## src/rtl/score_keeper.sv

```systemverilog
// Score keeper for the block game: BCD score, lives, high score and a
// four-state game FSM (IDLE / PLAY / HURT / OVER). All outputs are registered.
module score_keeper #(
  parameter int unsigned START_LIVES = 3,
  parameter int unsigned MAX_LIVES   = 9,
  parameter int unsigned HURT_CYCLES = 64
) (
  input  logic       clk,
  input  logic       rst,
  input  logic       start,
  input  logic       hit,
  input  logic       miss,
  output logic [3:0] score_ones,
  output logic [3:0] score_tens,
  output logic [3:0] lives,
  output logic [3:0] hi_ones,
  output logic [3:0] hi_tens,
  output logic       playing,
  output logic       hurt,
  output logic       game_over
);

  typedef enum logic [1:0] {StIdle, StPlay, StHurt, StOver} state_e;

  localparam logic [3:0] StartLives = 4'(START_LIVES);
  localparam logic [3:0] MaxLives   = 4'(MAX_LIVES);
  localparam logic [7:0] HurtLoad   = 8'(HURT_CYCLES - 1);

  state_e     state_q, state_d;
  logic [3:0] ones_q, ones_d, tens_q, tens_d, lives_q, lives_d;
  logic [3:0] hi_ones_q, hi_ones_d, hi_tens_q, hi_tens_d;
  logic [7:0] cnt_q, cnt_d;
  logic       start_q, start_d;
  // Set once start has been seen low after reset; a button held through
  // reset release must not count as a press.
  logic       arm_q, arm_d;
  logic       playing_q, playing_d, hurt_q, hurt_d, over_q, over_d;
  logic       start_edge, bonus;

  // Next-state logic for the game FSM, score, lives and high score.
  always_comb begin
    state_d   = state_q;
    ones_d    = ones_q;
    tens_d    = tens_q;
    lives_d   = lives_q;
    hi_ones_d = hi_ones_q;
    hi_tens_d = hi_tens_q;
    cnt_d     = cnt_q;
    start_d   = start;
    arm_d     = arm_q | ~start;
    bonus     = 1'b0;

    start_edge = start & ~start_q & arm_q;

    case (state_q)
      StIdle: begin
        if (start_edge) state_d = StPlay;
      end
      StPlay: begin
        if (hit && !(tens_q == 4'd9 && ones_q == 4'd9)) begin
          if (ones_q == 4'd9) begin
            ones_d = 4'd0;
            tens_d = tens_q + 4'd1;
            bonus  = 1'b1;
          end else begin
            ones_d = ones_q + 4'd1;
          end
        end
        if (miss) begin
          // A bonus in the same cycle cancels the lost life.
          if (!bonus) lives_d = lives_q - 4'd1;
          if (!bonus && lives_q == 4'd1) begin
            state_d = StOver;
          end else begin
            state_d = StHurt;
            cnt_d   = HurtLoad;
          end
        end else if (bonus && lives_q < MaxLives) begin
          lives_d = lives_q + 4'd1;
        end
      end
      StHurt: begin
        if (cnt_q == 8'd0) state_d = StPlay;
        else               cnt_d   = cnt_q - 8'd1;
      end
      StOver: begin
        if (start_edge) begin
          ones_d  = 4'd0;
          tens_d  = 4'd0;
          lives_d = StartLives;
          state_d = StPlay;
        end
      end
      default: state_d = StIdle;
    endcase

    // Capture the final score into the high score on entry to OVER.
    if (state_q != StOver && state_d == StOver &&
        (tens_d > hi_tens_q || (tens_d == hi_tens_q && ones_d > hi_ones_q))) begin
      hi_tens_d = tens_d;
      hi_ones_d = ones_d;
    end

    playing_d = (state_d == StPlay) || (state_d == StHurt);
    hurt_d    = (state_d == StHurt);
    over_d    = (state_d == StOver);
  end

  // State and registered outputs; reset is asynchronous.
  always_ff @(posedge clk or posedge rst) begin
    if (rst) begin
      state_q   <= StIdle;
      ones_q    <= 4'd0;
      tens_q    <= 4'd0;
      lives_q   <= StartLives;
      hi_ones_q <= 4'd0;
      hi_tens_q <= 4'd0;
      cnt_q     <= 8'd0;
      start_q   <= 1'b0;
      arm_q     <= 1'b0;
      playing_q <= 1'b0;
      hurt_q    <= 1'b0;
      over_q    <= 1'b0;
    end else begin
      state_q   <= state_d;
      ones_q    <= ones_d;
      tens_q    <= tens_d;
      lives_q   <= lives_d;
      hi_ones_q <= hi_ones_d;
      hi_tens_q <= hi_tens_d;
      cnt_q     <= cnt_d;
      start_q   <= start_d;
      arm_q     <= arm_d;
      playing_q <= playing_d;
      hurt_q    <= hurt_d;
      over_q    <= over_d;
    end
  end

  assign score_ones = ones_q;
  assign score_tens = tens_q;
  assign lives      = lives_q;
  assign hi_ones    = hi_ones_q;
  assign hi_tens    = hi_tens_q;
  assign playing    = playing_q;
  assign hurt       = hurt_q;
  assign game_over  = over_q;

endmodule

```

## config.mk

```make
export PLATFORM = sky130hd
export DESIGN_NAME = score_keeper
export DESIGN_NICKNAME = d
export VERILOG_FILES = /design/src/rtl/score_keeper.sv
export SDC_FILE = /design/constraint.sdc
export NUM_CORES = 1
export LEC_CHECK = 0
export BUFFER_PORTS_ARGS = -buffer_cell sky130_fd_sc_hd__buf_4
export CAP_MARGIN = 20
export CORE_ASPECT_RATIO = 1.75
export CORE_MARGIN = 2
export CORE_UTILIZATION = 38
export DETAILED_ROUTE_END_ITERATION = 7
export PLACE_DENSITY = 0.66
export SYNTH_ARGS = -nofsm -noshare
export SYNTH_HDL_FRONTEND = slang
export SYNTH_SLANG_ARGS = --single-unit
```

## constraint.sdc

```tcl
create_clock -name clk -period 2.8 [get_ports clk]
set_clock_uncertainty 0.1 [all_clocks]
set_input_delay 0.28 -clock clk [delete_from_list [all_inputs] [get_ports clk]]
set_output_delay 0.28 -clock clk [all_outputs]
set_load 0.02 [all_outputs]
```

==> summary.txt, run 1 <==
Detailed routing
  • Via/cell ratio: 5.258
  • Post-route DRC violation count: 0
  • Mean routed wirelength per cell: 14.77 um
  • Final ANT Viol Nets: 0
  • DR vias: 2,061
  • Drt pass-1 iters: 4
  • Final WL: 5791 um
  • 1st-iter DRT viols: 46

Logic synthesis
  • Async S/R FF share, synth: 1.000
  • Synth top area cells: dfrtp_1, ha_1, mux2_2
  • Number of synthesized flops with an enable pin: 0
  • Leading area contributor after synthesis: dfrtp_1
  • Seq/Total Area, Yosys: 0.3889
  • Most instantiated cells after synthesis: dfrtp_1, ha_1, inv_1
  • Synth warn: 0
  • Mapped Nets: 256
  • Unique masters post-synth: 53
  • Top-count cell post-synth: dfrtp_1
  • Syn Area/Cell: 9.862 um^2
  • Mapped cell area: between 2000 and 2500 um^2
  • Prevailing post-synth register cell: dfrtp_1
  • Yosys top cell area share: 0.3657
  • Syn Inst Count: 229
  • Synth Register Bits: 35

Power
  • Leakage power figure: 1.487 nW
  • Worst VDD drop: 583.0 uV
  • PwrDens: 909.0 nW/um^2
  • Total power: 2.896 mW

Critical path
  • WP data required: 2.87 ns
  • Crit Path Category: reg -> reg
  • FF-to-FF Start: score_ones[1]
  • Critical path startpoint category: flip-flop
  • Worst flop-to-flop path endpoint: hi_ones[1]
  • Crit-path slowest cell: dfrtp_2
  • CP max FO: 6
  • CP max stage delay: 0.41 ns
  • CP endpoint kind: flip-flop
  • Crit path cell chain: inv_2, ha_4, and4b_2, nand2_8, xor2_2, o21ai_2, inv_2, ha_4, nand4_1, nor2_1, o21ai_1, o2111ai_4, buf_6, mux2_4
  • Critical Path AT: 2.97 ns
  • R2R setup slack: -0.1 ns
  • Cells on worst reg2reg path: 14

Timing
  • Final TNS setup: -0.6634 ns
  • Fin. Hold Viols: 0
  • Max Transition Viols Final: 0
  • Slew Limit Headroom: 0.4906
  • Final worst slack: -0.09894 ns
  • Tcrit/Tclk final: 1.035
  • Final Setup Violations: 7
  • RSZ-0062 raised after global routing: yes
  • Min Tclk post-route: between 2 and 3 ns
  • Slew @ Worst Pin: 0.7632 ns
  • F_max: 345.0 MHz

Worst hold path
  • Worst Hold Class: in -> reg
  • Worst hold endpoint: start_q
  • Hold_sp: start
  • Hold depth: 1

Die
  • # rows: 37
  • Ports: 28
  • Core Region: 5833 um^2
  • Initial Util: 0.3872
  • Die footprint: 6600 um^2
  • DIE HEIGHT: 106.0 um
  • Die width: 62.28 um

Clock network
  • Worst-path clk slew: 0.07 ns
  • Hold buffer count at cts: 0
  • CTS max path bufs: 2
  • Sink Count: 35
  • Num CTS Buffers: 5
  • CTS Root Buffer Type: clkbuf_8
  • CTS tree: built
  • H-tree depth: 2
  • Clock Latency Late Sink: 0.29 ns

Global route
  • Largest net degree at the start of global routing: 22
  • Vias in the first global route: 2,178
  • First-pass GRT wire length: around 9600 um
  • Initial antenna violation count: 0
  • Total GRT Usage: 0.1827
  • Gr ovfl total: 0

Final layout
  • Fillers: ~550
  • Storage element area: 882.1 um^2
  • Share of layout cells above drive strength 1: 0.4268
  • P&R area growth vs syn: 41.05%
  • # diodes: 0
  • Footprint of the multi-input gates: 1408 um^2
  • Cell area after layout: 3186 um^2
  • Layout net count: 340

Place
  • Placed cell areas: 2905 um^2
  • Placer Congestion: 0.8522
  • Hpwl dp: 4433 um
  • Port bufs: 27

Outcome
  • Failing checks: setup timing
  • Run status: complete, but fails checks

Flow run
  • Max-Cap Viols: 0
## flip-flops by register name (all words and copies together), names as in the netlist
signal / flops
hi_ones: 4
game_over: 1
score_ones: 4
lives: 4
start_q: 1
score_tens: 4
hi_tens: 4
playing: 1
cnt_q: 8
arm_q: 1
hurt: 1
state_q: 2
## worst max path at each step
| stage | startpoint | to | slack [ns] |
|---|---|---|---|
| 4_1_cts | score_ones[1] | hi_ones[1] | -0.13 |
| 2_1_floorplan | score_ones[1] | hi_ones[0] | 0.004 |
| 6_report | score_ones[1] | hi_ones[1] | -0.1 |
| 3_5_place_dp | score_ones[1] | hi_tens[1] | -0.21 |
| 5_1_grt | score_tens[1] | hi_ones[1] | -0.25 |
| 3_3_place_gp | score_ones[1] | hi_ones[0] | -0.12 |
## timing repair
action                                  CTS  global route
resized for setup                        26            15
setup buffers                             4             4
endpoints found under the setup margin    8             8
pin swaps                                 8             6
## metal layers
layer | GRT usage | wire, um | vias to the layer above | part of all wire
li1 | - | - | 1006 | -
met5 | 0 | 0 | - | 0
met3 | 0.02116 | 126 | 12 | 0.022
met2 | 0.3820 | 3496 | 34 | 0.60
met1 | 0.1651 | 2047 | 1009 | 0.35
met4 | 0.09365 | 120 | 0 | 0.021
## layout by cell type (no fill, tap or decap), types with 3 or more instances in the layout
master / count
dfrtp_1: 30
nand4_1: 9
nand3_1: 5
inv_1: 17
ha_2: 3
inv_2: 3
mux2_4: 8
nand3b_1: 4
a211oi_1: 3
buf_4: 81
nor2_1: 13
clkbuf_8: 5
o21ai_1: 6
xnor2_1: 3
dfrtp_2: 3
nand2b_1: 3
nor2b_1: 3
nor4_1: 3
nand2_1: 12
a21oi_1: 8
ha_1: 17
o21ai_0: 9
nor3_1: 6
## layout make-up
cell class | instances | share of cell area
tap | 78 | 0.03064
sequential | 35 | 0.2769
clock buffer | 6 | 0.02278
clock inverter | 2 | 0.003928
multi-input combinational | 167 | 0.4419
timing repair buffer | 83 | 0.1980
inverter | 21 | 0.02592
## power by group
group | total, mW | switching [mW] | leakage (nW) | internal (mW)
Combinational | 1.79 | 0.929 | 1.02 | 0.863
Sequential | 0.739 | 0.0914 | 0.424 | 0.647
Clock | 0.364 | 0.190 | 0.0412 | 0.174
Total | 2.90 | 1.21 | 1.49 | 1.68
## metrics by stage
step	setup slack, ns	hold slack, ns	util	cells
CTS	-0.1291	0.01074	0.5332	388
floorplan	0.003764	0.2114	-	229
global placement	-0.1194	0.3099	0.4981	376
finish	-0.09894	0.01568	0.5461	392
global route	-0.2484	0.01866	0.5461	392
detailed placement	-0.2054	0.3109	0.4981	376
## worst max-delay path, delay by kind of cell (launching register included)
kind	cells	cell delay, ns
compound gates	3	0.40
xor+xnor	1	0.15
fa+ha+maj	2	0.39
buf+inv	3	0.30
flops	1	0.41
mux	1	0.29
simple gates	4	0.75
## cell families after synthesis
logic type	synth area share
simple gates	0.2011
fa+ha+maj	0.1219
flops	0.3889
xor+xnor	0.02660
compound gates	0.1629
buf+inv	0.04986
mux	0.04876
Note: power is estimated with default switching activity, not from simulation.
==> run 2: changes to the inputs <==
BUFFER_PORTS_ARGS = -buffer_cell sky130_fd_sc_hd__buf_2   (was -buffer_cell sky130_fd_sc_hd__buf_4)
CTS_CLUSTER_SIZE = 40   (was unset)
==> summary.txt, run 2 (synthesized netlist as in run 1, its figures left out) <==
Detailed routing
  • Via/cell ratio: 5.284 (+0.49%)
  • 1st-iter DRT viols: 47 (+2.2%)
  • Post-route DRC violation count: 0 (unchanged)
  • Mean routed wirelength per cell: 14.60 um (-1.2%)
  • DR vias: 2,050 (-0.53%)
  • Drt pass-1 iters: 4 (unchanged)
  • Final ANT Viol Nets: 0 (unchanged)
  • Final WL: 5664 um (-2.2%)

Place
  • Placed cell areas: 2815 um^2 (-3.1%)
  • Placed cells: 373 (-0.80%)
  • Port bufs: 27 (unchanged)
  • Placer Congestion: 0.8190 (-3.9%)
  • Dpl ws: -0.2312 ns (-0.02586 ns)
  • Hpwl dp: 4242 um (-4.3%)

Power
  • Leakage power figure: 1.471 nW (-1.0%)
  • P_int: 1.629 mW (-3.3%)
  • Register share of total power: 0.265 (+0.010)
  • Net Sw Frac: 0.4193 (+0.0009920)
  • PwrDens: 909.5 nW/um^2 (about the same)
  • Total power: 2.805 mW (-3.1%)
  • Combinational Power Share: 0.599 (-0.020)
  • Switch Pwr: 1.176 mW (-2.9%)
  • Worst VDD drop: 501.9 uV (-14%)
  • Clock power frac: 0.135 (+0.009)

Final layout
  • Finished Core Util: 0.5287 (-0.01738)
  • Share of layout cells above drive strength 1: 0.3871 (-0.03965)
  • Layout net count: 337 (-0.88%)
  • Most common cell after layout, fill and taps aside: buf_4
  • P&R area growth vs syn: 36.57%
  • Max reg flops: 8 (unchanged)
  • Most flop-heavy register: cnt_q
  • Cell area after layout: 3084 um^2 (-3.2%)
  • Fillers: 574 (+5.3%)
  • Finished Layout Cells: 388 (-1.0%)
  • Most frequent cells in the layout: buf_4, dfrtp_1, buf_2, inv_1, ha_1
  • # diodes: 0 (unchanged)

Critical path
  • Critical Path AT: 2.96 ns (about the same)
  • CP top delay family: buffers and inverters
  • FF-to-FF Start: state_q[0]
  • Cells on worst reg2reg path: 13 (-1)
  • Critical path startpoint category: flip-flop
  • Crit Path Category: reg -> reg
  • Crit path cell chain: ha_1, buf_4, clkinvlp_4, a21oi_2, o21ai_1, o31ai_2, ha_1, buf_4, o2111ai_1, nand3_1, o2111ai_4, buf_12, mux2_4
  • Worst flop-to-flop path endpoint: hi_ones[3]
  • CP max stage delay: 0.45 ns (+0.04 ns)
  • R2R setup slack: -0.09 ns (about the same)
  • CP max FO: 8 (+2)
  • CP Buf/Inv Count: 4 (+1)
  • CP endpoint kind: flip-flop
  • WP data required: 2.87 ns (about the same)
  • Crit-path slowest cell: dfrtp_1

Worst hold path
  • Worst hold endpoint: start_q
  • Hold_sp: start
  • Worst Hold Class: in -> reg
  • Hold depth: 1 (unchanged)

Clock network
  • Sink Count: 35 (unchanged)
  • CTS Root Buffer Type: clkbuf_8
  • CTS tree: built
  • Num CTS Buffers: 5 (unchanged)
  • CTS max path bufs: 2 (unchanged)
  • H-tree depth: 2 (unchanged)
  • Clock Latency Late Sink: 0.29 ns (about the same)
  • Worst-path clk slew: 0.07 ns (about the same)

Timing
  • Final worst slack: -0.08823 ns (+0.01071 ns)
  • Final TNS setup: -0.6415 ns (+0.02188 ns)
  • Tcrit/Tclk final: 1.032 (-0.003825)
  • Min Tclk post-route: 2.888 ns (-0.01071 ns)
  • Minimum hold slack: 0.02567 ns (+0.009988 ns)
  • F_max: 346.2 MHz (+0.37%)
  • Slew Limit Headroom: 0.6966 (+0.2060)
  • RSZ-0062 raised after global routing: yes
  • Slew @ Worst Pin: 0.4526 ns (-0.3106 ns)
  • Final Setup Violations: 8 (+1)
  • Max Transition Viols Final: 0 (unchanged)
  • Fin. Hold Viols: 0 (unchanged)

Die
  • Die width: 62.28 um (unchanged)
  • Core Region: 5833 um^2 (unchanged)
  • Initial Util: 0.3872 (unchanged)
  • Die footprint: 6600 um^2 (unchanged)
  • DIE HEIGHT: 106.0 um (unchanged)
  • Ports: 28 (unchanged)
  • # rows: 37 (unchanged)

Outcome
  • Run status: complete, but fails checks
  • Failing checks: setup timing

Global route
  • Largest net degree at the start of global routing: 36 (+64%)
  • Vias in the first global route: 2,091 (-4.0%)
  • First-pass GRT wire length: 9114 um (-5.2%)
  • Gr ovfl total: 0 (unchanged)
  • Total GRT Usage: 0.1725 (-0.01025)
  • Initial antenna violation count: 0 (unchanged)

Flow run
  • Max-Cap Viols: 0 (unchanged)
## run 2: area by class of cell
class	instances	area [um^2]	area share
Tap cell	78	97.59	0.03164
Sequential cell	35	880.8	0.2856
Multi-Input combinational cell	167	1388	0.4499
Timing Repair Buffer	80	548.0	0.1777
Clock inverter	1	5.005	0.001623
Inverter	21	82.58	0.02677
Clock buffer	6	82.58	0.02677
## run 2: worst register-to-register path: stages, from the launching register on
cell and delay (ns):
dfrtp_1 0.45, ha_1 0.26, buf_4 0.15, clkinvlp_4 0.15
a21oi_2 0.05, o21ai_1 0.15, o31ai_2 0.10, ha_1 0.34
buf_4 0.15, o2111ai_1 0.11, nand3_1 0.17, o2111ai_4 0.11
buf_12 0.17, mux2_4 0.30
## run 2: worst max path at each step
stage / from / end / slack [ns] / depth (start not counted)
3_3_place_gp: score_ones[1] / hi_ones[0] / -0.11 / 11
4_1_cts: score_ones[1] / hi_ones[3] / -0.09 / 11
5_1_grt: state_q[1] / hi_ones[3] / -0.28 / 14
3_5_place_dp: score_ones[1] / hi_ones[3] / -0.23 / 11
6_report: state_q[0] / hi_ones[3] / -0.09 / 13
2_1_floorplan: score_ones[1] / hi_ones[0] / 0.004 / 14
## run 2: power by group through the flow
stage	Sequential (mW)	Clock, mW	Combinational (mW)
final	0.745	0.380	1.68
after CTS	0.733	0.392	1.55
after floorplan	0.871	0	0.812
after global placement	0.736	0	1.50
after detailed placement	0.743	0	1.51
after global routing	0.762	0.406	1.86
## run 2: layer usage
layer | vias up | GRT usage | part of all wire
met5 | - | 0 | 0
li1 | 997 | - | -
met3 | 12 | 0.02540 | 0.028
met2 | 46 | 0.3587 | 0.59
met1 | 995 | 0.1646 | 0.36
met4 | 0 | 0.06349 | 0.024
## run 2: repair_timing
action,4_1_cts,5_1_grt
resized for setup,6,22
setup endpoints to repair,8,8
hold buffers,1,0
hold endpoints to repair,22,0
buffers inserted,1,6
pin swaps,2,9
==> run 3: changes to the inputs <==
BUFFER_PORTS_ARGS = unset   (was -buffer_cell sky130_fd_sc_hd__buf_2)
DONT_BUFFER_PORTS = 1   (was unset)
PLACE_DENSITY = 0.62   (was 0.66)
==> summary.txt, run 3 (synthesized netlist as in run 1, its figures left out) <==
Outcome
  • Run status: complete, but fails checks
  • Failing checks: setup timing

Global route
  • First-pass GRT wire length: 9729 um (+6.7%)
  • Vias in the first global route: 2,057 (-1.6%)
  • Initial antenna violation count: 0 (unchanged)
  • Total GRT Usage: 0.1878 (+0.01531)
  • Largest net degree at the start of global routing: 26 (-28%)
  • Gr ovfl total: 0 (unchanged)

Final layout
  • P&R area growth vs syn: 36.40%
  • Most flop-heavy register: cnt_q
  • Share of layout cells above drive strength 1: 0.3630 (-0.02408)
  • Most common cell after layout, fill and taps aside: buf_4
  • Most frequent cells in the layout: buf_4, dfrtp_1, inv_1, ha_1, nor2_1
  • Max reg flops: 8 (unchanged)
  • Layout net count: 318 (-5.6%)
  • # diodes: 0 (unchanged)

Critical path
  • Critical Path AT: 2.97 ns (about the same)
  • Crit Path Category: reg -> reg
  • R2R setup slack: -0.08 ns (about the same)
  • WP data required: 2.88 ns (about the same)
  • Critical path startpoint category: flip-flop
  • Cells on worst reg2reg path: 14 (+1)
  • Worst flop-to-flop path endpoint: hi_tens[1]
  • CP max FO: 8 (unchanged)
  • CP endpoint kind: flip-flop
  • FF-to-FF Start: score_ones[1]

Place
  • Dpl ws: -0.1618 ns (+0.06947 ns)
  • Hpwl dp: 4403 um (+3.8%)
  • Port bufs: 0 (-100%)
  • Placer Congestion: 0.8094 (-1.2%)

Power
  • Worst VDD drop: 525.9 uV (+4.8%)
  • PwrDens: 937.0 nW/um^2 (+3.0%)
  • Total power: 2.886 mW (+2.9%)
  • Leakage power figure: 1.398 nW (-5.0%)

Clock network
  • Clock Latency Late Sink: 0.29 ns (about the same)
  • CTS max path bufs: 2 (unchanged)
  • H-tree depth: 2 (unchanged)
  • Sink Count: 35 (unchanged)
  • CTS tree: built
  • Worst-path clk slew: 0.08 ns (about the same)
  • CTS Root Buffer Type: clkbuf_8
  • Num CTS Buffers: 5 (unchanged)

Worst hold path
  • Worst Hold Class: in -> reg
  • Hold_sp: miss
  • Hold depth: 3 (+2)
  • Worst hold endpoint: lives[1]

Timing
  • Fin. Hold Viols: 0 (unchanged)
  • Tcrit/Tclk final: 1.029 (-0.002073)
  • Min Tclk post-route: 2.882 ns (-0.005806 ns)
  • Final TNS setup: -0.6225 ns (+0.01894 ns)
  • Slew Limit Headroom: 0.6286 (-0.06802)
  • F_max: 346.9 MHz (+0.20%)
  • Final Setup Violations: 8 (unchanged)
  • Slew @ Worst Pin: 0.5565 ns (+0.1039 ns)
  • Final worst slack: -0.08243 ns (+0.005806 ns)
  • Max Transition Viols Final: 0 (unchanged)
  • RSZ-0062 raised after global routing: yes

Detailed routing
  • Mean routed wirelength per cell: 16.22 um (+11%)
  • 1st-iter DRT viols: 52 (+11%)
  • Final ANT Viol Nets: 0 (unchanged)
  • Via/cell ratio: 5.381 (+1.8%)
  • DR vias: 1,991 (-2.9%)
  • Final WL: 6001 um (+5.9%)
  • Post-route DRC violation count: 0 (unchanged)
  • Drt pass-1 iters: 4 (unchanged)

Die
  • Ports: 28 (unchanged)
  • Core Region: 5833 um^2 (unchanged)
  • Die width: 62.28 um (unchanged)
  • Initial Util: 0.3872 (unchanged)
  • DIE HEIGHT: 106.0 um (unchanged)
  • # rows: 37 (unchanged)
  • Die footprint: 6600 um^2 (unchanged)

Flow run
  • Max-Cap Viols: 0 (unchanged)
run 3: cell types whose count changed in the layout (fill, tap and decap cells not counted), sizes merged:
cell / change
buf: -20
bufinv: +1
dlygate4sd3: +1
run 3: worst max-delay path by stage:
stage | slack (ns) | endpoint | start | cells past startpoint
2_1_floorplan | 0.004 | hi_ones[0] | score_ones[1] | 14
3_3_place_gp | -0.11 | hi_ones[0] | state_q[0] | 11
3_5_place_dp | -0.16 | hi_ones[0] | score_ones[1] | 11
4_1_cts | -0.05 | hi_ones[0] | score_ones[1] | 11
5_1_grt | -0.21 | hi_ones[0] | state_q[0] | 12
6_report | -0.08 | hi_tens[1] | score_ones[1] | 14
run 3: timing repair:
item	4_1_cts	5_1_grt
cloned	0	0
pin swaps	2	7
setup buffers	2	6
hold endpoints to repair	2	13
setup endpoints to repair	8	8
hold buffers	1	1
gates resized for setup	13	23
run 3: layout make-up:
cell class | count | area (um^2)
inverter | 21 | 82.58
timing repair buffer | 61 | 499.2
clock buffer | 6 | 82.58
fill | 555 | 2753
clock inverter | 2 | 35.03
sequential | 35 | 880.8
multi-input combinational | 167 | 1403
tap | 78 | 97.59
run 3: metrics by stage:
stage	utilization	instance area (um^2)	instances	hold WS [ns]
detailed placement	0.4659	2718	351	0.2116
floorplan	-	2280	229	0.2114
finish	0.5281	3080	370	0.07526
global route	0.5281	3080	370	0.09019
global placement	0.4659	2718	351	0.2116
CTS	0.4959	2893	362	0.02620
run 3: metal layers:
metal	wire length, um	global-route usage	vias up	share of wire
met3	217	0.04339	13	0.036
li1	-	-	959	-
met1	2127	0.1790	988	0.35
met2	3516	0.3812	31	0.59
met5	0	0	-	0
met4	140	0.06508	0	0.023
run 3: critical path: stages (launching register included):
cell	delay [ns]
dfrtp_2	0.42
inv_2	0.08
ha_4	0.13
and4b_4	0.31
buf_12	0.13
a21oi_2	0.05
o21ai_2	0.13
o31ai_2	0.09
ha_1	0.33
buf_4	0.15
o2111ai_1	0.10
nand3_1	0.15
o2111ai_4	0.13
buf_12	0.17
mux2_4	0.30
run 3: report_power, final:
part           switching, mW  total [mW]  internal, mW
registers              0.133       0.778         0.645
clock network          0.198       0.486         0.288
logic                  0.890        1.62         0.733
total                   1.22        2.89          1.67
